<file path="src/rtl/game_pkg.sv">
// Shared definitions for the game sequencer: state encoding, button
// indices and the default debounce length.
package game_pkg;

  typedef enum logic [1:0] {
    ST_IDLE  = 2'd0,
    ST_PLAY  = 2'd1,
    ST_PAUSE = 2'd2,
    ST_OVER  = 2'd3
  } state_t;

  localparam int DB_CYCLES_DEF = 65535;
  localparam int NUM_BTN       = 2;
  localparam int BTN_START     = 0;
  localparam int BTN_PAUSE     = 1;

endpackage

</file>
<file path="src/rtl/btn_debounce.sv">
// One raw button: 2-flop synchronizer, stability counter and a one-cycle
// press pulse on the rising edge of the debounced level.
module btn_debounce #(
  parameter int DB_CYCLES = 65535
) (
  input  logic i_clk,
  input  logic i_rst_n,
  input  logic i_btn,
  output logic o_press
);

  localparam int CW = (DB_CYCLES > 1) ? $clog2(DB_CYCLES) : 1;
  localparam logic [CW-1:0] LAST = CW'(DB_CYCLES - 1);

  logic [1:0]    r_sync;
  logic          r_level;
  logic [CW-1:0] r_cnt;
  logic          r_press;
  logic          w_diff;
  logic          w_flip;

  assign w_diff  = r_sync[1] ^ r_level;
  // the DB_CYCLES-th consecutive mismatching cycle commits the new level
  assign w_flip  = w_diff && (r_cnt == LAST);
  assign o_press = r_press;

  // synchronize, count consecutive mismatches, flip level and emit press
  always_ff @(posedge i_clk) begin
    if (!i_rst_n) begin
      r_sync  <= '0;
      r_level <= 1'b0;
      r_cnt   <= '0;
      r_press <= 1'b0;
    end else begin
      r_sync  <= {r_sync[0], i_btn};
      r_press <= w_flip && r_sync[1];
      if (w_flip) begin
        r_level <= r_sync[1];
        r_cnt   <= '0;
      end else if (w_diff) begin
        r_cnt   <= r_cnt + 1'b1;
      end else begin
        r_cnt   <= '0;
      end
    end
  end

endmodule

</file>
<file path="src/rtl/game_sequencer.sv">
// Game-flow sequencer: debounced start/pause buttons drive an
// IDLE/PLAY/PAUSE/OVER machine that gates the animate pulse and counts
// animated frames. Pause changes take effect only at end of frame.
module game_sequencer
  import game_pkg::*;
#(
  parameter int DB_CYCLES = DB_CYCLES_DEF,
  parameter int FRAME_W   = 16
) (
  input  logic               i_clk,
  input  logic               i_rst_n,
  input  logic               i_start,
  input  logic               i_pause,
  input  logic               i_collide,
  input  logic               i_animate,
  input  logic               i_screenend,
  output logic [1:0]         o_state,
  output logic               o_paused,
  output logic               o_anim_tick,
  output logic               o_timing_rst,
  output logic [FRAME_W-1:0] o_frame
);

  logic [NUM_BTN-1:0] w_raw;
  logic [NUM_BTN-1:0] w_press;

  state_t             r_state;
  logic               r_pend;
  logic               r_timing_rst;
  logic [FRAME_W-1:0] r_frame;

  assign w_raw[BTN_START] = i_start;
  assign w_raw[BTN_PAUSE] = i_pause;

  for (genvar g = 0; g < NUM_BTN; g++) begin : g_btn
    btn_debounce #(.DB_CYCLES(DB_CYCLES)) u_db (
      .i_clk   (i_clk),
      .i_rst_n (i_rst_n),
      .i_btn   (w_raw[g]),
      .o_press (w_press[g])
    );
  end

  assign o_state      = r_state;
  assign o_paused     = (r_state == ST_PAUSE);
  assign o_anim_tick  = i_animate && (r_state == ST_PLAY);
  assign o_timing_rst = r_timing_rst;
  assign o_frame      = r_frame;

  // state machine, pending-pause flag, restart pulse and frame counter
  always_ff @(posedge i_clk) begin
    if (!i_rst_n) begin
      r_state      <= ST_IDLE;
      r_pend       <= 1'b0;
      r_timing_rst <= 1'b0;
      r_frame      <= '0;
    end else begin
      r_timing_rst <= 1'b0;
      if (o_anim_tick) r_frame <= r_frame + 1'b1;
      case (r_state)
        ST_IDLE: begin
          if (w_press[BTN_START]) begin
            r_state      <= ST_PLAY;
            r_timing_rst <= 1'b1;
            r_frame      <= '0;
            r_pend       <= 1'b0;
          end
        end
        ST_PLAY: begin
          // collision wins over a pause due at this same frame end
          if (i_collide) begin
            r_state <= ST_OVER;
            r_pend  <= 1'b0;
          end else if (i_screenend && r_pend) begin
            r_state <= ST_PAUSE;
            r_pend  <= 1'b0;
          end else if (w_press[BTN_PAUSE]) begin
            r_pend  <= 1'b1;
          end
        end
        ST_PAUSE: begin
          if (i_screenend && r_pend) begin
            r_state <= ST_PLAY;
            r_pend  <= 1'b0;
          end else if (w_press[BTN_PAUSE]) begin
            r_pend  <= 1'b1;
          end
        end
        ST_OVER: begin
          if (w_press[BTN_START]) r_state <= ST_IDLE;
        end
        default: r_state <= ST_IDLE;
      endcase
    end
  end

endmodule

</file>
<file path="config.mk">
export PLATFORM = sky130hd
export DESIGN_NAME = game_sequencer
export DESIGN_NICKNAME = d
export VERILOG_FILES = /design/src/rtl/game_pkg.sv /design/src/rtl/btn_debounce.sv /design/src/rtl/game_sequencer.sv
export SDC_FILE = /design/constraint.sdc
export NUM_CORES = 1
export LEC_CHECK = 0
export BUFFER_PORTS_ARGS = -buffer_cell sky130_fd_sc_hd__buf_4
export CAP_MARGIN = 20
export CORE_MARGIN = 8
export CORE_UTILIZATION = 40
export CTS_CLUSTER_SIZE = 25
export DETAILED_ROUTE_END_ITERATION = 8
export PLACE_DENSITY = 0.68
export SYNTH_ARGS = -nofsm -noshare
export SYNTH_HDL_FRONTEND = slang
export SYNTH_HIERARCHICAL = 1
export SYNTH_SLANG_ARGS = --single-unit
export TNS_END_PERCENT = 10
</file>
<file path="constraint.sdc">
create_clock -name i_clk -period 1.5 [get_ports i_clk]
set_clock_uncertainty 0.05 [all_clocks]
set_input_delay 0.15 -clock i_clk [delete_from_list [all_inputs] [get_ports i_clk]]
set_output_delay 0.15 -clock i_clk [all_outputs]
set_load 0.01 [all_outputs]
</file>
==> impl_metrics.json <==
{
  "peakVddDrop_uv": 473.6,
  "outcome": "finished, violations left",
  "antennaDiodeCount": 0,
  "wirelength_um": 6227,
  "synth.distinct_cells": 42,
  "hold_path_depth": 2,
  "num_rows": 30,
  "hp-class": "in -> reg",
  "fillers": 565,
  "cts-root-buf": "clkbuf_8",
  "drt_iter0_drc": 59,
  "htreeDepth": 3,
  "crit_chain": "buf_4 -> ha_2 -> nor2b_1 -> or4_4 -> a21oi_2",
  "syn_to_final_growth_pct": 41.64,
  "period_share_pct": 102.2,
  "layout.nets": 401,
  "hpwl_um": 4230,
  "drcViolationCount": 0,
  "avgViaCountPerCell": 4.864,
  "path_class": "reg -> reg",
  "ant_nets": 0,
  "start_util_pct": 41.53,
  "p_leak_nw": 1.596,
  "cpPeakStageDelay_ps": 500,
  "dr.pass1.iters": 4,
  "setup_viol": 4,
  "relSlewSlack_pct": 76.23,
  "antenna_found_initial": 0,
  "cap_violations": 0,
  "violations": "negative setup slack",
  "critPathArrivalTime_ps": 1750,
  "post_drt_wl_per_cell_um": 12.81,
  "synth_area_leader_cell": "dfxtp_1",
  "gp_congestion": 0.7887,
  "worst_pin_slew_ps": 353.3,
  "dpl_worst_slack_ps": -74.91,
  "final.setup.tns_ps": -102.2,
  "hold_violations": 0,
  "clock.fmax_ghz": 0.6523,
  "cp.required_ps": 1720,
  "synth-edff-count": 0,
  "cts.sinks": 60,
  "insertion_delay_ps": 330,
  "syn_area_um2": 2821,
  "cp_slowest_cell": "or4_4",
  "vias": 2364,
  "grt_pass1_vias": 2326,
  "seq_area_frac_synth_pct": 42.57,
  "ys_ff_latch": 60,
  "layout_min_cycle_time_ps": 1533,
  "crit_fanout": 4,
  "synth-main-ff-cell": "dfxtp_1",
  "yosysWarningCount": 6,
  "gr-usage-all-layers_pct": 12.52,
  "io_pins": 28,
  "globalRouteOverflowTotal": 0,
  "reg2reg_depth": 5,
  "grt_first_pass_wirelength_um": 10290,
  "clock_path_buffers": 2,
  "fp.dieW_um": 99.99,
  "setup_ws_ps": -32.97,
  "dieArea_um2": 9997,
  "whs_ps": 110.7,
  "syn_inst": 291,
  "synthTopCellsByArea": "dfxtp_1, xnor2_1, xor2_1",
  "syn_avg_cell_area_um2": 9.696,
  "numCtsBuffers": 9,
  "drv_slew": 0,
  "placed_area_um2": 3558,
  "core_area_um2": 6794,
  "cp-end-kind": "flip-flop",
  "portBuffers": 27,
  "stdcell_area_um2": 3996,
  "rsz0062_at_grt": "yes",
  "synth_top_area_share_pct": 42.57,
  "cts_tree": "built",
  "synth_nets": 307,
  "drive_gt1_share_pct": 47.18,
  "cp-start-kind": "flip-flop",
  "power.total_mw": 3.639,
  "power_density_nw_per_um2": 910.6,
  "grt_max_degree": 17,
  "synthArstFlopShare_pct": 0,
  "clkTransAtPathRegs_ps": 70,
  "die_y_um": 99.99
}
final cells by class:
cell class | instances | area [um^2] | area share [%]
flip-flops and latches | 60 | 1234 | 30.87
inverters | 12 | 50.05 | 1.252
multi-input cells | 213 | 1672 | 41.83
repair buffers | 89 | 693.2 | 17.35
well taps | 96 | 120.1 | 3.006
clock buffers | 13 | 158.9 | 3.976
clock inverters | 3 | 68.82 | 1.722
routing by layer:
layer  vias up  share of wire [%]  track usage, %
met3        13                5.0           3.668
met2        43                 48           20.47
met5         -                  0               0
met4         0                2.1           6.628
met1      1106                 45           14.43
li1       1202                  -               -
synth_stat cells (2+ instances only):
| cell | count |
|---|---|
| nor4_4 | 2 |
| inv_1 | 12 |
| and4_1 | 2 |
| nand3b_4 | 2 |
| nand4_1 | 13 |
| nor2b_1 | 4 |
| nand4_4 | 3 |
| o21ai_0 | 6 |
| and2_1 | 5 |
| nand3_1 | 15 |
| o31ai_1 | 2 |
| nor2_1 | 25 |
| or3_1 | 5 |
| nor4_1 | 10 |
| mux2i_1 | 2 |
| xor2_1 | 19 |
| buf_12 | 2 |
| nand2_1 | 16 |
| or4_1 | 2 |
| nor2_2 | 20 |
| buf_2 | 2 |
| dfxtp_1 | 60 |
| a21oi_1 | 9 |
| ha_1 | 9 |
| nor3_1 | 7 |
| xnor2_1 | 20 |
| and4b_1 | 2 |
critical path: cells and delay by family, from the launching register on:
kind | cells | cell delay [ps]
compound gates | 1 | 110
fa+ha+maj | 1 | 180
flops | 1 | 350
simple gates | 2 | 630
buf+inv | 1 | 150
cell usage in the layout, fill, tap and decap left out, drive strengths merged, types with 2 or more instances in the layout:
| cell type | Yosys | routed |
|---|---|---|
| a21oi | 10 | 10 |
| and2 | 5 | 5 |
| and4 | 3 | 3 |
| and4b | 2 | 2 |
| buf | 5 | 87 |
| bufinv | 0 | 2 |
| clkbuf | 1 | 13 |
| dfxtp | 60 | 60 |
| dlygate4sd3 | 0 | 2 |
| ha | 9 | 9 |
| inv | 12 | 12 |
| mux2i | 2 | 2 |
| nand2 | 16 | 16 |
| nand3 | 17 | 17 |
| nand3b | 3 | 3 |
| nand4 | 17 | 17 |
| nor2 | 45 | 45 |
| nor2b | 4 | 4 |
| nor3 | 7 | 7 |
| nor4 | 12 | 12 |
| o21ai | 6 | 6 |
| o31ai | 2 | 2 |
| or3 | 6 | 6 |
| or4 | 3 | 3 |
| xnor2 | 20 | 20 |
| xor2 | 19 | 19 |
registers in the layout, summed over array words and instances, names as in the netlist:
register,cells
o_frame,16
o_timing_rst,1
g_btn.u_db/r_level,2
g_btn.u_db/r_cnt,32
o_state,2
r_pend,1
g_btn.u_db/o_press,2
g_btn.u_db/r_sync,4
report_power, final:
group	internal [mW]	switching [mW]	leakage, nW
clock	1.03	0.608	0.114
sequential	1.62	0.0218	0.495
combinational	0.189	0.173	0.987
total	2.84	0.803	1.60
worst paths after layout:
check                                        startpoint                      end  slack (ps)
worst max-delay path                         o_state[1]               o_state[0]         -30
worst min-delay path                            i_rst_n  g_btn[1].u_db/r_sync[0]         110
worst max register to register               o_state[1]               o_state[0]         -30
worst min register to register  g_btn[1].u_db/r_sync[0]  g_btn[1].u_db/r_sync[1]         390
through the flow:
stage,cells,utilization (%)
finish,486,58.82
global route,486,58.82
CTS,485,56.81
detailed placement,465,52.38
global placement,465,52.38
floorplan,291,-
cell families (layout without fill, tap and decap cells):
family	after synthesis	after routing	synth area share (%)
AO/OA/AOI/OAI	21	21	4.390
XOR/XNOR	39	39	12.11
adder cells (fa/ha/maj)	9	9	3.991
buffers and inverters	18	117	3.902
flip-flops	60	60	42.57
multiplexers	2	2	0.7096
AND/OR/NAND/NOR	142	142	32.33
what timing repair did:
| item | 4_1_cts | 5_1_grt |
|---|---|---|
| hold endpoints to repair | 2 | 0 |
| buffers inserted | 3 | 1 |
| pin swaps | 4 | 8 |
| hold buffers | 2 | 0 |
| resized for setup | 13 | 37 |
| endpoints found under the setup margin | 17 | 50 |
(Power assumes the default switching activity.)
